[src/rtl/acorn128_init.sv]
// acorn128_init: ACORN-128 initialization stage. It loads the key and IV into a zeroed
//   293-bit state and runs the 1792 state-update steps with ca=cb=1.
// Latency: start sampled at edge E0; final state registered at edge E(INIT_STEPS/UNROLL);
//   done is high for the cycle after that edge.
// Backpressure: none. start is ignored while busy, and is accepted in IDLE or DONE.
//
// Ports:
//   clk, rst     clock (rising edge) and asynchronous active-high reset
//   start        begin initialization (1-cycle pulse sufficient)
//   key, iv      128-bit key / IV, latched when start is accepted; bit 0 is consumed first
//   busy         high while steps are running
//   done         1-cycle pulse when the final state is ready
//   state_valid  state_out holds a completed initialization (held until next start/rst)
//   state_out    ACORN state, bit j = S_j
module acorn128_init #(
    parameter int UNROLL     = 1,    // steps per clock: 1, 2, 4, 8, 16 or 32
    parameter int INIT_STEPS = 1792  // fixed by the algorithm
) (
    input  logic         clk,
    input  logic         rst,
    input  logic         start,
    input  logic [127:0] key,
    input  logic [127:0] iv,
    output logic         busy,
    output logic         done,
    output logic         state_valid,
    output logic [292:0] state_out
);

    typedef enum logic [1:0] {
        ST_IDLE = 2'd0,
        ST_RUN  = 2'd1,
        ST_DONE = 2'd2
    } fsm_t;

    localparam logic [10:0] LP_UNROLL = 11'(UNROLL);
    localparam logic [10:0] LP_STEPS  = 11'(INIT_STEPS);

    fsm_t           r_fsm;
    fsm_t           w_fsm_nxt;
    logic [10:0]    r_cnt;
    logic [127:0]   r_key;
    logic [127:0]   r_iv;
    logic [292:0]   r_state;
    logic           r_state_valid;
    logic           w_accept;
    logic [292:0]   w_step_state;

    function automatic logic maj(input logic x, input logic y, input logic z);
        return (x & y) ^ (x & z) ^ (y & z);
    endfunction

    function automatic logic ch(input logic x, input logic y, input logic z);
        return (x & y) ^ (~x & z);
    endfunction

    // Message bit for step i. Steps past 255 reuse the key with i mod 128,
    // except step 256 which injects the inverted first key bit.
    function automatic logic msg_bit(input logic [10:0] i,
                                     input logic [127:0] k,
                                     input logic [127:0] v);
        logic m;
        if (i < 11'd128)
            m = k[i[6:0]];
        else if (i < 11'd256)
            m = v[i[6:0]];
        else if (i == 11'd256)
            m = ~k[0];
        else
            m = k[i[6:0]];
        return m;
    endfunction

    // One ACORN state update with ca=cb=1. The six LFSR feedbacks are applied
    // in order, each seeing the previously updated bits.
    function automatic logic [292:0] acorn_step(input logic [292:0] s_in, input logic m);
        logic [292:0] s;
        logic         ks;
        logic         f;
        s      = s_in;
        s[288] = s[288] ^ s[235] ^ s[230];
        s[230] = s[230] ^ s[196] ^ s[193];
        s[193] = s[193] ^ s[160] ^ s[154];
        s[154] = s[154] ^ s[111] ^ s[107];
        s[107] = s[107] ^ s[66]  ^ s[61];
        s[61]  = s[61]  ^ s[23]  ^ s[0];
        ks     = s[12] ^ s[154] ^ maj(s[235], s[61], s[193]) ^ ch(s[230], s[111], s[66]);
        f      = s[0] ^ ~s[107] ^ maj(s[244], s[23], s[160]) ^ s[196] ^ ks;
        return {f ^ m, s[292:1]};
    endfunction

    // UNROLL steps chained combinationally; step indices r_cnt .. r_cnt+UNROLL-1.
    always_comb begin
        w_step_state = r_state;
        for (int k = 0; k < UNROLL; k++) begin
            w_step_state = acorn_step(w_step_state, msg_bit(r_cnt + 11'(k), r_key, r_iv));
        end
    end

    always_comb begin
        w_fsm_nxt = r_fsm;
        w_accept  = 1'b0;
        busy      = 1'b0;
        done      = 1'b0;
        case (r_fsm)
            ST_IDLE: begin
                if (start) begin
                    w_accept  = 1'b1;
                    w_fsm_nxt = ST_RUN;
                end
            end
            ST_RUN: begin
                busy = 1'b1;
                if (r_cnt + LP_UNROLL == LP_STEPS)
                    w_fsm_nxt = ST_DONE;
            end
            ST_DONE: begin
                done = 1'b1;
                // Accepting start here allows back-to-back runs with no idle gap.
                if (start) begin
                    w_accept  = 1'b1;
                    w_fsm_nxt = ST_RUN;
                end else begin
                    w_fsm_nxt = ST_IDLE;
                end
            end
            default: w_fsm_nxt = ST_IDLE;
        endcase
    end

    always_ff @(posedge clk or posedge rst) begin
        if (rst) begin
            r_fsm         <= ST_IDLE;
            r_cnt         <= '0;
            r_key         <= '0;
            r_iv          <= '0;
            r_state       <= '0;
            r_state_valid <= 1'b0;
        end else begin
            r_fsm <= w_fsm_nxt;
            if (w_accept) begin
                r_key         <= key;
                r_iv          <= iv;
                r_state       <= '0;
                r_cnt         <= '0;
                r_state_valid <= 1'b0;
            end else if (r_fsm == ST_RUN) begin
                r_state <= w_step_state;
                r_cnt   <= r_cnt + LP_UNROLL;
                if (w_fsm_nxt == ST_DONE)
                    r_state_valid <= 1'b1;
            end
        end
    end

    assign state_valid = r_state_valid;
    assign state_out   = r_state;

endmodule

[config.mk]
export PLATFORM = sky130hd
export DESIGN_NAME = acorn128_init
export DESIGN_NICKNAME = d
export VERILOG_FILES = /design/src/rtl/acorn128_init.sv
export SDC_FILE = /design/constraint.sdc
export NUM_CORES = 1
export LEC_CHECK = 0
export BUFFER_PORTS_ARGS = -buffer_cell sky130_fd_sc_hd__clkbuf_2
export CORE_MARGIN = 2
export CORE_UTILIZATION = 30
export CTS_BUF_LIST = sky130_fd_sc_hd__clkbuf_4
export CTS_CLUSTER_SIZE = 14
export DETAILED_ROUTE_END_ITERATION = 10
export PLACE_DENSITY = 0.53
export SLEW_MARGIN = 20
export SYNTH_ARGS = -nofsm -noshare
export SYNTH_HDL_FRONTEND = slang
export SYNTH_SLANG_ARGS = --single-unit
[constraint.sdc]
create_clock -name clk -period 46.5 [get_ports clk]
set_input_delay 4.65 -clock clk [delete_from_list [all_inputs] [get_ports clk]]
set_output_delay 4.65 -clock clk [all_outputs]
set_load 0.03 [all_outputs]
==> impl_metrics.sql, run 1 <==
INSERT INTO impl_metrics (metric_group, metric, value, unit) VALUES
('run_status', 'status', 'finished clean', ''),
('floorplan', 'die_x', '282', 'um'),
('timing', 'setup-violations-final', '0', ''),
('critical_path', 'crit_path_start_kind', 'flop', ''),
('grt', 'all_layer_global_routing_usage', '18.1', '%'),
('critical_path', 'critPathRequiredTime', '41.85', 'ns'),
('place', 'placed_cells', '3526', ''),
('place', 'placement.io_buffers', '554', ''),
('critical_path', 'worst_path_largest_cell_delay', '0.49', 'ns'),
('pwr', 'leakagePower', '15.2', 'nW'),
('synth', 'synth-edff-count', '0', ''),
('critical_path', 'path_max_fanout', '109', ''),
('hold_path', 'hold_class', 'flop to flop', ''),
('timing', 'final-hold-violation-count', '0', ''),
('synth', 'syn-cell-area', '23100', 'um^2'),
('critical_path', 'path_cells', 'nand2b_1 -> buf_4 -> inv_8 -> clkbuf_2', ''),
('finish', 'post-route-cell-area', '28800', 'um^2'),
('finish', 'layout.cells.most_common', 'nand2_1', ''),
('floorplan', 'num_io_pins', '555', ''),
('clocking', 'cts.repair_timing.setup_buffer_count', '0', ''),
('floorplan', 'die_height', '282', 'um'),
('timing', 'hold_slack', '0.468', 'ns'),
('synth', 'synthesis.instances', '2074', ''),
('finish', 'final_util', '37.8', '%'),
('drt', 'post_drt_via_cell_ratio', '4.82', ''),
('drt', 'detail_route.iter0.violations', '1014', ''),
('drt', 'via_count', '18319', ''),
('finish', 'final_net_count', '2915', ''),
('grt', 'grt_remaining_overflow', '0', ''),
('finish', 'final_cells', '3798', ''),
('synth', 'synth_top_flop_cell', 'dfrtp_1', ''),
('timing', 'final.min_clock_period', '7.55', 'ns'),
('clocking', 'cts_buffer_depth', '3', ''),
('critical_path', 'critical_path.endpoint_type', 'output pin', ''),
('timing', 'setup_total_negative_slack', '0', 'ns'),
('clocking', 'clock_latency', '0.94', 'ns'),
('synth', 'yosys_warnings', '0', ''),
('timing', 'post-route-period-util', '16.2', '%'),
('drt', 'post_drt_wl_per_cell', '19.1', 'um'),
('clocking', 'cts.reportedPaths.clkPinSlew', '0.07', 'ns'),
('timing', 'fin_skew', '0.0545', 'ns'),
('floorplan', 'die-area', '79300', 'um^2'),
('synth', 'yosysSeqAreaShare', '61.0', '%'),
('floorplan', 'placement_rows', '101', ''),
('clocking', 'cts.repair.resized', '0', ''),
('floorplan', 'floorplan.core_area', '76100', 'um^2'),
('pwr', 'powerDensity', '35.4', 'nW/um^2'),
('drt', 'post-route-drc-count', '0', ''),
('flow_run', 'cap_violations', '0', ''),
('synth', 'yosys.area.top_type_share', '61.0', '%'),
('finish', 'layout-drive-gt1-share', '32.5', '%'),
('critical_path', 'critical-path-slowest-cell', 'inv_8', ''),
('synth', 'syn-mean-instance-area', '11.1', 'um^2'),
('timing', 'grt_setup_unrepaired', 'false', ''),
('synth', 'ys_async_sr_fraction', '100', '%'),
('timing', 'maximum_operating_frequency', '132', 'MHz'),
('synth', 'synthDistinctLibCells', '66', ''),
('drt', 'drt_wl_total', '72.4', 'mm'),
('timing', 'worst_slew_margin_rel', '24.6', '%'),
('clocking', 'ctsRootBufferMaster', 'clkbuf_4', ''),
('clocking', 'tritoncts', 'built', ''),
('critical_path', 'critical_path_class', 'flop to output pin', ''),
('place', 'area_of_placed_instances', '26800', 'um^2'),
('place', 'gp_congestion', '0.798', ''),
('timing', 'worst_slew_pin_slew', '1.13', 'ns'),
('synth', 'yosysTopAreaCell', 'dfrtp_1', ''),
('finish', 'syn2layout_area_growth', '24.6', '%'),
('pwr', 'irDropWorstVdd', '0.0000159', 'V'),
('timing', 'timing_max_transition_violations_final', '0', ''),
('grt', 'grt_pass1_vias', '18831', ''),
('critical_path', 'arrival', '2.90', 'ns'),
('clocking', 'clock_sinks', '563', ''),
('drt', 'dr.pass1.iters', '5', ''),
('grt', 'grt_pass1_wl', '111', 'mm'),
('drt', 'ant_nets', '0', ''),
('place', 'post-dp-hpwl', '49.3', 'mm'),
('clocking', 'cts_made_buffers', '156', ''),
('grt', 'antenna_found_initial', '6', ''),
('finish', 'layout_common_cells', '806 x nand2_1, 560 x dfrtp_1, 554 x clkbuf_2', ''),
('clocking', 'cts.htree.levels', '4', ''),
('synth', 'synth.net_count', '2335', ''),
('synth', 'ys_seq_elements', '563', ''),
('floorplan', 'floorplan.initialDensity', '30.4', '%'),
('clocking', 'postCtsHoldBufs', '0', ''),
('synth', 'synth_area_leaders', 'dfrtp_1 61%, nand2_1 13%, a22o_1 11%', ''),
('grt', 'pin_count_of_the_biggest_net_entering_global_routing', '204', '');
==> logic make-up after synthesis <==
kind of cell / Yosys count / share of synthesized area, %
xor+xnor: 17 / 0.893
flops: 563 / 61.0
fa+ha+maj: 4 / 0.195
simple gates: 880 / 15.1
buf+inv: 166 / 2.99
mux: 79 / 6.67
compound gates: 365 / 13.2
==> routing by layer <==
metal	GRT usage, %	up-vias	routed length, um
met2	29.6	611	35100
met5	0	-	23
met4	6.11	4	1470
met1	23.0	9157	30700
li1	-	8440	-
met3	5.31	107	5170
==> synth_stat cells (all sizes together), types with 3 or more instances <==
master  number
nand2      806
dfrtp      563
a22o       289
clkbuf     135
mux4        57
o21ai       26
buf         23
nor2b       16
mux2i       14
nand3       13
nor2        12
mux2         8
a21oi        7
a22oi        7
inv          7
xnor2        7
a221oi       6
xor2         6
nand2b       5
nor3         5
a211oi       4
a31oi        4
and3         4
and2         3
and4         3
nor4         3
o311ai       3
==> worst paths after layout <==
check                         start              to  slack, ns  cells past startpoint
setup / recovery           r_fsm[1]            busy      38.95                      4
hold / removal             r_iv[58]        r_iv[58]       0.47                      2
setup reg to reg           r_fsm[0]  state_out[145]      41.93                      8
hold reg to reg            r_iv[58]        r_iv[58]       0.47                      2
max in group asynchronous       rst   state_out[33]      39.81                      5
min in group asynchronous       rst  state_out[102]       3.93                      2
==> registers in the layout (all words and copies together) (netlist names) <==
name / count
r_fsm: 2
r_cnt: 11
r_iv: 128
r_key: 128
state_out: 293
state_valid: 1
==> cell type report <==
| class | instances | area, um^2 |
|---|---|---|
| flip-flops and latches | 563 | 14100 |
| clock buffers | 228 | 1710 |
| well taps | 1030 | 1290 |
| fillers | 7770 | 47300 |
| multi-input cells | 1345 | 8350 |
| clock inverters | 40 | 293 |
| diodes | 4 | 10.0 |
| inverters | 8 | 45.0 |
| repair buffers | 580 | 2990 |
==> through the flow <==
stage / power (mW) / setup WS (ns)
3_3_place_gp: 0.568 / 37.73
3_5_place_dp: 0.570 / 37.74
2_1_floorplan: 0.545 / 26.10
5_1_grt: 1.07 / 38.65
6_report: 1.02 / 38.95
4_1_cts: 1.04 / 38.73
==> where the power goes <==
part	internal, mW	switching [mW]
clock network	0.247	0.212
registers	0.503	0.00807
logic	0.0197	0.0285
==> worst max-delay path: cells and delay by family (launching register included) <==
kind / cells / cell delay [ns]
flip-flops: 1 / 0.37
AND/OR/NAND/NOR: 1 / 0.42
buffers and inverters: 3 / 1.15
Note: power is estimated with default switching activity, not from simulation.
==> inputs of run 2 (changes only) <==
clock period = 7.9 ns   (was 46.5 ns; I/O delays follow)
==> run 2 against run 1 <==
Effect of this change:
- utilization increased by 3.4 points
- critical path depth increased by 4
- die area unchanged
- final cell count increased by 6.4%
- total power rose to 6.0 times the previous value
- global-route usage increased by 0.74 points
- sequential power rose to 5.9 times the previous value
- first-iteration DRC count grew 15%
- count of clock-buffer cells in the layout rose by 6
- routed wire length grew 4.0%
- sequential share of layout area decreased by 4.0 points
- critical path type is now flop to flop
- via count increased by 6.3%
==> impl_metrics.sql, run 2 (synthesis results as in run 1) <==
INSERT INTO impl_metrics (metric_group, metric, value, unit) VALUES
('hold_path', 'worst_hold_path_cell_count', '3', ''),
('grt', 'all_layer_global_routing_usage', '18.9', '%'),
('clocking', 'cts_made_buffers', '156', ''),
('finish', 'post-route-cell-area', '31400', 'um^2'),
('timing', 'final.min_clock_period', '3.56', 'ns'),
('critical_path', 'critical_path.endpoint_type', 'flop', ''),
('clocking', 'clock_latency', '0.97', 'ns'),
('finish', 'syn2layout_area_growth', '35.7', '%'),
('pwr', 'leakagePower', '16.2', 'nW'),
('critical_path', 'critPathMostFrequentCell', 'o21ai_0', ''),
('clocking', 'cts_buffer_depth', '3', ''),
('hold_path', 'min_delay_worst_endpoint', 'r_iv[124]', ''),
('floorplan', 'placement_rows', '101', ''),
('pwr', 'powerDensity', '195', 'nW/um^2'),
('grt', 'grt_pass1_wl', '116', 'mm'),
('clocking', 'clock_sinks', '563', ''),
('place', 'gp_congestion', '0.800', ''),
('timing', 'setup-violations-final', '0', ''),
('drt', 'via_count', '19480', ''),
('floorplan', 'num_io_pins', '555', ''),
('finish', 'largest_reg_flops', '293', ''),
('pwr', 'finalPower', '6.12', 'mW'),
('timing', 'fin_skew', '0.0658', 'ns'),
('run_status', 'status', 'finished clean', ''),
('flow_run', 'cap_violations', '0', ''),
('critical_path', 'path_max_fanout', '41', ''),
('grt', 'grtUsageMet3', '4.74', '%'),
('critical_path', 'crit_path_start_kind', 'flop', ''),
('floorplan', 'floorplan.core_area', '76100', 'um^2'),
('drt', 'detail_route.iter0.violations', '1165', ''),
('timing', 'worst_slew_margin_rel', '28.0', '%'),
('drt', 'ant_nets', '0', ''),
('clocking', 'cts.repair.resized', '0', ''),
('clocking', 'cts.reportedPaths.clkPinSlew', '0.06', 'ns'),
('timing', 'worst_slew_pin_slew', '1.08', 'ns'),
('timing', 'hold_slack', '0.113', 'ns'),
('grt', 'grt_pass1_vias', '20241', ''),
('finish', 'final_net_count', '3161', ''),
('timing', 'grt_setup_unrepaired', 'false', ''),
('floorplan', 'die_x', '282', 'um'),
('critical_path', 'path_cells', 'buf_4 -> mux4_2 -> o21ai_0 -> o21ai_0 -> nand3_1 -> a41oi_1 -> or4_1 -> nand3_2', ''),
('floorplan', 'die-area', '79300', 'um^2'),
('finish', 'layout-drive-gt1-share', '29.6', '%'),
('critical_path', 'reg2reg_depth', '8', ''),
('clocking', 'postCtsHoldBufs', '254', ''),
('critical_path', 'critPathRequiredTime', '8.74', 'ns'),
('place', 'placement.io_buffers', '554', ''),
('floorplan', 'die_height', '282', 'um'),
('place', 'area_of_placed_instances', '26700', 'um^2'),
('clocking', 'ctsRootBufferMaster', 'clkbuf_4', ''),
('place', 'post-dp-hpwl', '48.8', 'mm'),
('grt', 'antenna_found_initial', '3', ''),
('clocking', 'tritoncts', 'built', ''),
('grt', 'global_route.usage.met1', '23.5', '%'),
('timing', 'timing_max_transition_violations_final', '0', ''),
('clocking', 'cts.repair_timing.setup_buffer_count', '0', ''),
('drt', 'post-route-drc-count', '0', ''),
('pwr', 'irDropWorstVdd', '0.0000841', 'V'),
('timing', 'final-hold-violation-count', '0', ''),
('critical_path', 'arrival', '4.40', 'ns'),
('critical_path', 'critical-path-slowest-cell', 'dfrtp_4', ''),
('critical_path', 'reg2reg_setup_slack', '4.34', 'ns'),
('floorplan', 'floorplan.initialDensity', '30.4', '%'),
('drt', 'post_drt_wl_per_cell', '18.6', 'um'),
('grt', 'use_met2', '30.9', '%'),
('grt', 'grt_busiest_layer', 'met2', ''),
('drt', 'post_drt_via_cell_ratio', '4.82', ''),
('grt', 'pin_count_of_the_biggest_net_entering_global_routing', '258', ''),
('critical_path', 'timing.rr.start', 'r_cnt[0]', ''),
('grt', 'grt_remaining_overflow', '0', ''),
('timing', 'maximum_operating_frequency', '281', 'MHz'),
('critical_path', 'worst_path_largest_cell_delay', '0.94', 'ns'),
('timing', 'post-route-period-util', '45.0', '%'),
('finish', 'layout_common_cells', '806 x nand2_1, 560 x dfrtp_1, 554 x clkbuf_2', ''),
('critical_path', 'worst_r2r_endpoint', 'state_out[292]', ''),
('finish', 'layout.cells.most_common', 'nand2_1', ''),
('hold_path', 'hold_path_startpoint', 'iv[124]', ''),
('drt', 'drt_wl_total', '75.3', 'mm'),
('drt', 'dr.pass1.iters', '8', ''),
('hold_path', 'hold_class', 'input port to flop', ''),
('critical_path', 'critical_path_class', 'flop to flop', ''),
('clocking', 'cts.htree.levels', '4', '');
run 2: how the worst max path moves through the flow:
| stage | start | endpoint | cells past startpoint |
|---|---|---|---|
| after detailed placement | r_cnt[0] | state_out[292] | 8 |
| after global placement | r_cnt[0] | state_out[292] | 8 |
| after CTS | r_cnt[0] | state_out[292] | 8 |
| final | r_cnt[0] | state_out[292] | 8 |
| after global routing | r_cnt[0] | state_out[292] | 8 |
| after floorplan | rst | r_cnt[0] | 1 |
run 2: metal layers:
| metal | wire, um | vias to the layer above |
|---|---|---|
| met5 | 0 | - |
| met4 | 2500 | 0 |
| met3 | 5080 | 148 |
| met2 | 36500 | 689 |
| met1 | 31300 | 9737 |
| li1 | - | 8906 |
run 2: where the power goes:
part	switching [mW]	internal (mW)	leakage [nW]	total (mW)
combinational	0.188	0.200	7.67	0.388
clock	1.24	1.48	1.20	2.72
sequential	0.0509	2.96	7.35	3.01
total	1.48	4.64	16.2	6.12
run 2: cell type report:
type / instances / area [um^2]
Antenna cell: 2 / 5.00
Tap cell: 1030 / 1290
Timing Repair Buffer: 826 / 5550
Clock inverter: 33 / 265
Fill cell: 7427 / 44700
Multi-Input combinational cell: 1345 / 8350
Clock buffer: 234 / 1760
Sequential cell: 563 / 14100
Inverter: 8 / 41.3
run 2: through the flow:
stage	std cells	setup TNS, ns	util [%]	setup WS [ns]
final	4041	0	41.2	4.34
after global routing	4041	0	41.2	4.05
after CTS	4037	0	41.1	4.28
after detailed placement	3516	0	35.1	4.29
after global placement	3516	0	35.1	4.31
after floorplan	2074	-312.85	-	-0.556
run 2: critical path, delay by kind of cell, from the launching register on:
family	cells	cell delay [ns]
AOI/OAI and AO/OA	3	0.47
DFF	1	0.94
muxes	1	0.60
buffers and inverters	1	0.66
and+or+nand+nor	3	0.78
